$ cat src/rtl/sig_src_sel_if.sv
// sig_src_sel_if: sample and control bundle between the source selector and
// its neighbours (ADC front end, ROM simulator, DDC/SRIO datapath).
// master = the side that drives the request/sample inputs, slave = selector.
interface sig_src_sel_if #(
  parameter int N_CH  = 3,
  parameter int N_ADC = 4,
  parameter int DW    = 16,
  parameter int MAP_W = 2
);
  logic                    PRI;
  logic                    sim_sel;
  logic [N_CH*MAP_W-1:0]   adc_map;
  logic [N_CH*DW-1:0]      sim_data;
  logic [N_ADC*DW-1:0]     adc_data;
  logic [N_CH*DW-1:0]      ad_out;
  logic                    src_cur;
  logic                    switching;
  logic [15:0]             sw_cnt;
  logic [N_CH*DW-1:0]      peak_out;

  modport master (
    output PRI, sim_sel, adc_map, sim_data, adc_data,
    input  ad_out, src_cur, switching, sw_cnt, peak_out
  );

  modport slave (
    input  PRI, sim_sel, adc_map, sim_data, adc_data,
    output ad_out, src_cur, switching, sw_cnt, peak_out
  );
endinterface

$ cat src/rtl/sig_src_sel.sv
// sig_src_sel: N-channel signal-source selector (simulator or mapped ADC lane).
// Requested source/lane-map changes are held off until the next PRI rising
// edge, then the outputs are forced to zero for BLANK_CYC clocks before the
// new setting is passed through.
// Optional macro SIG_PEAK_EN: per-channel peak |ad_out| of the previous PRI
// on peak_out; without it peak_out is tied to zero.
module sig_src_sel #(
  parameter int N_CH      = 3,
  parameter int N_ADC     = 4,
  parameter int DW        = 16,
  parameter int MAP_W     = 2,
  parameter int BLANK_CYC = 16
) (
  input logic           clk_100M,
  input logic           rst_n,
  sig_src_sel_if.slave  bus
);

  localparam int CNT_W = (BLANK_CYC > 1) ? $clog2(BLANK_CYC) : 1;

  typedef enum logic [1:0] {RUN, WAIT_PRI, BLANK} state_t;

  // Identity lane map: channel k reads lane k mod N_ADC.
  function automatic logic [N_CH*MAP_W-1:0] identity_map();
    logic [N_CH*MAP_W-1:0] m;
    m = '0;
    for (int k = 0; k < N_CH; k++) m[k*MAP_W +: MAP_W] = MAP_W'(k % N_ADC);
    return m;
  endfunction

  localparam logic [N_CH*MAP_W-1:0] MAP_RST = identity_map();

  state_t                state;
  logic                  switching_q;
  logic                  src_cur_q;
  logic [N_CH*MAP_W-1:0] map_cur;
  logic [CNT_W-1:0]      blank_cnt;
  logic [15:0]           sw_cnt_q;
  logic                  pri_d;
  logic [N_CH*DW-1:0]    ad_out_q;
  logic [N_CH*DW-1:0]    sel_data;
  logic                  pri_rise;
  logic                  req_diff;
  logic                  blank_now;

  assign pri_rise = bus.PRI & ~pri_d;
  assign req_diff = (bus.sim_sel != src_cur_q) || (bus.adc_map != map_cur);

  // Zero the output on the switch edge itself and for every BLANK clock
  // except the last, giving exactly BLANK_CYC zero samples.
  assign blank_now = ((state == WAIT_PRI) && req_diff && pri_rise) ||
                     ((state == BLANK) && (blank_cnt != '0));

  // Per-channel source mux using the applied (not requested) setting.
  always_comb begin
    // NOTE: every always_comb output gets a default first so no path leaves it unassigned (no latch).
    sel_data = '0;
    for (int k = 0; k < N_CH; k++) begin
      if (src_cur_q) begin
        sel_data[k*DW +: DW] = bus.sim_data[k*DW +: DW];
      end else if (int'(map_cur[k*MAP_W +: MAP_W]) < N_ADC) begin
        sel_data[k*DW +: DW] = bus.adc_data[int'(map_cur[k*MAP_W +: MAP_W])*DW +: DW];
      end
    end
  end

  // Switch-control FSM: wait for PRI boundary, latch request, blank, count.
  always_ff @(posedge clk_100M) begin
    // NOTE: sequential state uses non-blocking assignments so every register samples pre-edge values.
    if (!rst_n) begin
      state       <= RUN;
      switching_q <= 1'b0;
      src_cur_q   <= 1'b0;
      map_cur     <= MAP_RST;
      blank_cnt   <= '0;
      sw_cnt_q    <= '0;
      pri_d       <= 1'b0;
    end else begin
      pri_d <= bus.PRI;
      case (state)
        RUN: begin
          if (req_diff) begin
            state       <= WAIT_PRI;
            switching_q <= 1'b1;
          end
        end
        WAIT_PRI: begin
          // A request that has reverted wins over a coincident PRI edge:
          // there is nothing left to switch to.
          if (!req_diff) begin
            state       <= RUN;
            switching_q <= 1'b0;
          end else if (pri_rise) begin
            src_cur_q <= bus.sim_sel;
            map_cur   <= bus.adc_map;
            blank_cnt <= CNT_W'(BLANK_CYC - 1);
            state     <= BLANK;
          end
        end
        BLANK: begin
          if (blank_cnt == '0) begin
            state       <= RUN;
            switching_q <= 1'b0;
            sw_cnt_q    <= sw_cnt_q + 16'd1;
          end else begin
            blank_cnt <= blank_cnt - CNT_W'(1);
          end
        end
        default: begin
          state       <= RUN;
          switching_q <= 1'b0;
        end
      endcase
    end
  end

  // Output register: one-clock latency, zero while blanking.
  always_ff @(posedge clk_100M) begin
    if (!rst_n) ad_out_q <= '0;
    else        ad_out_q <= blank_now ? '0 : sel_data;
  end

  assign bus.ad_out    = ad_out_q;
  assign bus.src_cur   = src_cur_q;
  assign bus.switching = switching_q;
  assign bus.sw_cnt    = sw_cnt_q;

`ifdef SIG_PEAK_EN
  logic [N_CH*DW-1:0] peak_trk;
  logic [N_CH*DW-1:0] peak_q;

  // Two's-complement magnitude; the most negative code saturates.
  function automatic logic [DW-1:0] mag(input logic [DW-1:0] s);
    if (s == {1'b1, {(DW-1){1'b0}}}) return {1'b0, {(DW-1){1'b1}}};
    else if (s[DW-1])                return -s;
    else                             return s;
  endfunction

  // Peak tracker: publish on PRI edge and restart from the current sample.
  always_ff @(posedge clk_100M) begin
    if (!rst_n) begin
      peak_trk <= '0;
      peak_q   <= '0;
    end else begin
      for (int k = 0; k < N_CH; k++) begin
        if (pri_rise) begin
          peak_q[k*DW +: DW]   <= peak_trk[k*DW +: DW];
          peak_trk[k*DW +: DW] <= mag(ad_out_q[k*DW +: DW]);
        end else if (mag(ad_out_q[k*DW +: DW]) > peak_trk[k*DW +: DW]) begin
          peak_trk[k*DW +: DW] <= mag(ad_out_q[k*DW +: DW]);
        end
      end
    end
  end

  assign bus.peak_out = peak_q;
`else
  assign bus.peak_out = '0;
`endif

endmodule

$ cat src/flat_wrapper.sv
// flat-port wrapper written by rule: the top's interface ports become plain ports
module sig_src_sel_flat 
#(
  parameter int N_CH      = 3,
  parameter int N_ADC     = 4,
  parameter int DW        = 16,
  parameter int MAP_W     = 2,
  parameter int BLANK_CYC = 16
)
  (clk_100M, rst_n, bus_PRI, bus_sim_sel, bus_adc_map, bus_sim_data, bus_adc_data, bus_ad_out, bus_src_cur, bus_switching, bus_sw_cnt, bus_peak_out);
  sig_src_sel_if #(.N_CH(N_CH), .N_ADC(N_ADC), .DW(DW), .MAP_W(MAP_W)) bus_i ();
  input logic clk_100M;
  input logic rst_n;
  input wire logic [$bits(bus_i.PRI)-1:0] bus_PRI;
  input wire logic [$bits(bus_i.sim_sel)-1:0] bus_sim_sel;
  input wire logic [$bits(bus_i.adc_map)-1:0] bus_adc_map;
  input wire logic [$bits(bus_i.sim_data)-1:0] bus_sim_data;
  input wire logic [$bits(bus_i.adc_data)-1:0] bus_adc_data;
  output wire logic [$bits(bus_i.ad_out)-1:0] bus_ad_out;
  output wire logic [$bits(bus_i.src_cur)-1:0] bus_src_cur;
  output wire logic [$bits(bus_i.switching)-1:0] bus_switching;
  output wire logic [$bits(bus_i.sw_cnt)-1:0] bus_sw_cnt;
  output wire logic [$bits(bus_i.peak_out)-1:0] bus_peak_out;
  assign bus_i.PRI = bus_PRI;
  assign bus_i.sim_sel = bus_sim_sel;
  assign bus_i.adc_map = bus_adc_map;
  assign bus_i.sim_data = bus_sim_data;
  assign bus_i.adc_data = bus_adc_data;
  assign bus_ad_out = bus_i.ad_out;
  assign bus_src_cur = bus_i.src_cur;
  assign bus_switching = bus_i.switching;
  assign bus_sw_cnt = bus_i.sw_cnt;
  assign bus_peak_out = bus_i.peak_out;
  sig_src_sel #(.N_CH(N_CH), .N_ADC(N_ADC), .DW(DW), .MAP_W(MAP_W), .BLANK_CYC(BLANK_CYC)) u_core (.clk_100M(clk_100M), .rst_n(rst_n), .bus(bus_i));
endmodule
$ cat config.mk
export PLATFORM = sky130hd
export DESIGN_NAME = sig_src_sel_flat
export DESIGN_NICKNAME = d
export VERILOG_FILES = /design/src/rtl/sig_src_sel_if.sv /design/src/rtl/sig_src_sel.sv /design/src/flat_wrapper.sv
export SDC_FILE = /design/constraint.sdc
export NUM_CORES = 1
export LEC_CHECK = 0
export BUFFER_PORTS_ARGS = -buffer_cell sky130_fd_sc_hd__buf_4
export CAP_MARGIN = 20
export CELL_PAD_IN_SITES_DETAIL_PLACEMENT = 1
export CELL_PAD_IN_SITES_GLOBAL_PLACEMENT = 2
export CORE_MARGIN = 5
export CORE_UTILIZATION = 31
export DETAILED_ROUTE_END_ITERATION = 8
export GPL_TIMING_DRIVEN = 0
export PLACE_DENSITY = 0.83
export RECOVER_POWER = 50
export SYNTH_ARGS = -nofsm -noshare
export SYNTH_HDL_FRONTEND = slang
export SYNTH_SLANG_ARGS = --single-unit
$ cat constraint.sdc
create_clock -name clk_100M -period 4.2 [get_ports clk_100M]
set_input_delay 0.63 -clock clk_100M [delete_from_list [all_inputs] [get_ports clk_100M]]
set_output_delay 0.63 -clock clk_100M [all_outputs]
set_load 0.03 [all_outputs]
==> results.json <==
{
  "outcome": "finished clean",
  "cts_tree": "yes",
  "synth_flop_cell": "dfxtp_1",
  "grt_pass1_vias": 4769,
  "fin_hold_ws_ps": 479.9,
  "seqPwrFrac_pct": 34.9,
  "diodes": 0,
  "swShare_pct": 30.92,
  "hpwl_mm": 15.84,
  "die-area_mm2": 0.01926,
  "grt_start_max_net_pins": 14,
  "ys_seq_area_share_pct": 30.75,
  "fin_crit_ps": 2329,
  "firstDrtPassIters": 4,
  "routed_wirelength_mm": 19.41,
  "root_buffer": "clkbuf_16",
  "cp_max_fo": 10,
  "drt_iter0_drc": 162,
  "port_buffers": 186,
  "slew_headroom_pct": 44.74,
  "fmax_ghz": 0.4294,
  "grt_overflow": 0,
  "p_int_uw": 1637,
  "yosysTopAreaCellShare_pct": 30.75,
  "hold_viol": 0,
  "clock_latency_ps": 350,
  "yosysWarnings": 0,
  "p_per_area_mw_per_mm2": 334.8,
  "grtUsageTotal_pct": 19.77,
  "ios": 236,
  "crit_path_end_kind": "flop",
  "ir_worst_vdd_mv": 0.1907,
  "drcViolationCount": 0,
  "power_leakage_uw": 0.002751,
  "switching_power_uw": 732.8,
  "final_common_cell": "buf_4",
  "cp.arrival_ps": 2530,
  "clkSinkCount": 79,
  "clk_pin_slew_ps": 70,
  "holdCritPathClass": "flop to flop",
  "synth_edf_count": 0,
  "tightest_slew_ps": 828.9,
  "clk_path_buf_depth": 2,
  "drive_gt1_share_pct": 45.47,
  "grt_pass1_wl_mm": 29.54,
  "routed_via_density": 4.924,
  "most-common-layout-cells": "buf_4, dfxtp_1, clkbuf_1, mux2i_1",
  "power_uw": 2370,
  "htreeDepth": 3,
  "cts_setup_buffers": 0,
  "p_comb_share_pct": 28.0,
  "die_y_um": 138.8,
  "pwr-share-clk_pct": 37.2,
  "std_cell_rows": 47,
  "synth.largest_area_cell": "dfxtp_1",
  "gp_congestion": 0.8073,
  "cp_data_required_time_ps": 4400,
  "layout.nets": 803,
  "setup_viol_count_final": 0,
  "start_util_pct": 31.34,
  "async_reset_ff_share_pct": 0,
  "start_kind": "flop",
  "antenna_found_initial": 0,
  "routedWlPerCell_um": 21.48,
  "ctsHoldBuffers": 0,
  "finalCritPeriodShare_pct": 55.44,
  "synth_cell_types": 45,
  "synth_area_leaders": "dfxtp_1, mux4_2, nor4_2, mux2i_1, buf_4",
  "synthCells": 435,
  "num_vias": 4451,
  "cts_inserted_buffers": 9,
  "slew_viol_final": 0,
  "cts_resized": 0,
  "path_class": "flop to flop",
  "drtAntennaViolNets": 0,
  "avgSynthCellArea_um2": 11.82,
  "fin_setup_tns_ps": 0,
  "grt_setup_unrepaired": "no",
  "ys_ff_latch": 79,
  "core_area_mm2": 0.01641,
  "area_delta_synth_final_pct": 37.66,
  "skew_ps": 10.19,
  "synth.cell_area_mm2": 0.005142,
  "maxCapViolations": 0,
  "die_w_um": 138.8
}
area by class of cell:
type / count / area [um2]
repair buffers: 186 / 1156
flip-flops and latches: 79 / 1582
well taps: 220 / 275.3
inverters: 6 / 22.52
clock inverters: 4 / 76.32
clock buffers: 12 / 256.5
plain buffers: 88 / 600.6
fillers: 1846 / 9328
multi-input cells: 309 / 3110
cell usage after synthesis, types with 3 or more instances:
cell type	instances
o21a_1	3
nor4_1	4
buf_6	6
mux2i_1	54
nor4_2	48
nor2_1	14
buf_2	10
o21ai_0	4
or3_1	4
inv_1	5
nand3_1	8
nand4_1	5
nand3b_1	3
clkbuf_1	10
mux4_2	48
and2_1	3
buf_4	57
dfxtp_1	79
xnor2_1	11
buf_1	5
xor2_1	4
nand2_1	11
a21oi_1	9
worst paths after layout:
kind,from,end,slack (ps),cells after the start
max,u_core.map_cur[1]$_SDFFE_PN0P_,u_core.bus.ad_out[1]$_SDFF_PP0_,1870,5
min,u_core.bus.switching$_SDFFE_PN0P_,u_core.bus.switching$_SDFFE_PN0P_,480,2
max reg2reg,u_core.map_cur[1]$_SDFFE_PN0P_,u_core.bus.ad_out[1]$_SDFF_PP0_,1870,5
min reg2reg,u_core.bus.switching$_SDFFE_PN0P_,u_core.bus.switching$_SDFFE_PN0P_,480,2
power by group through the flow:
stage	combinational [uW]	clock (uW)	sequential (uW)
finish	663	881	826
global route	707	930	831
CTS	704	901	827
detailed placement	703	0	844
global placement	691	0	842
floorplan	354	0	932
logic make-up after synthesis:
logic type / count (synthesis) / share of synthesized area [%]
xor+xnor: 15 / 2.555
fa+ha+maj: 2 / 0.4865
mux: 102 / 31.53
flops: 79 / 30.75
buf+inv: 94 / 12.14
compound gates: 29 / 3.820
simple gates: 113 / 18.64
other cells: 1 / 0.07292
sequential cells by signal, indices dropped and copies added (netlist names):
signal / count
u_core.blank_cnt: 4
u_core.bus.ad_out: 48
u_core.bus.src_cur: 1
u_core.bus.sw_cnt: 16
u_core.bus.switching: 1
u_core.map_cur: 6
u_core.pri_d: 1
u_core.state: 2
routing by layer:
| layer | vias to the layer above | track usage [%] | part of all wire (%) |
|---|---|---|---|
| li1 | 2053 | - | - |
| met1 | 2181 | 23.44 | 40 |
| met2 | 194 | 34.44 | 50 |
| met3 | 23 | 5.966 | 7.4 |
| met4 | 0 | 6.076 | 2.3 |
| met5 | - | 0 | 0 |
critical path, stage by stage (launching register included):
cell and delay, ps:
dfxtp_1 300, clkbuf_1 560, clkbuf_1 620, mux4_2 430, mux2i_1 200, nor4_2 60
through the flow:
stage / std cells / util [%] / instance area [um2] / setup slack, ps
2_1_floorplan: 482 / - / 5319 / 2418
3_3_place_gp: 888 / 42.61 / 6990 / 2032
3_5_place_dp: 888 / 42.61 / 6990 / 2018
4_1_cts: 904 / 44.64 / 7323 / 2096
5_1_grt: 904 / 43.15 / 7079 / 1807
6_report: 904 / 43.15 / 7079 / 1871
(Power assumes the default switching activity.)
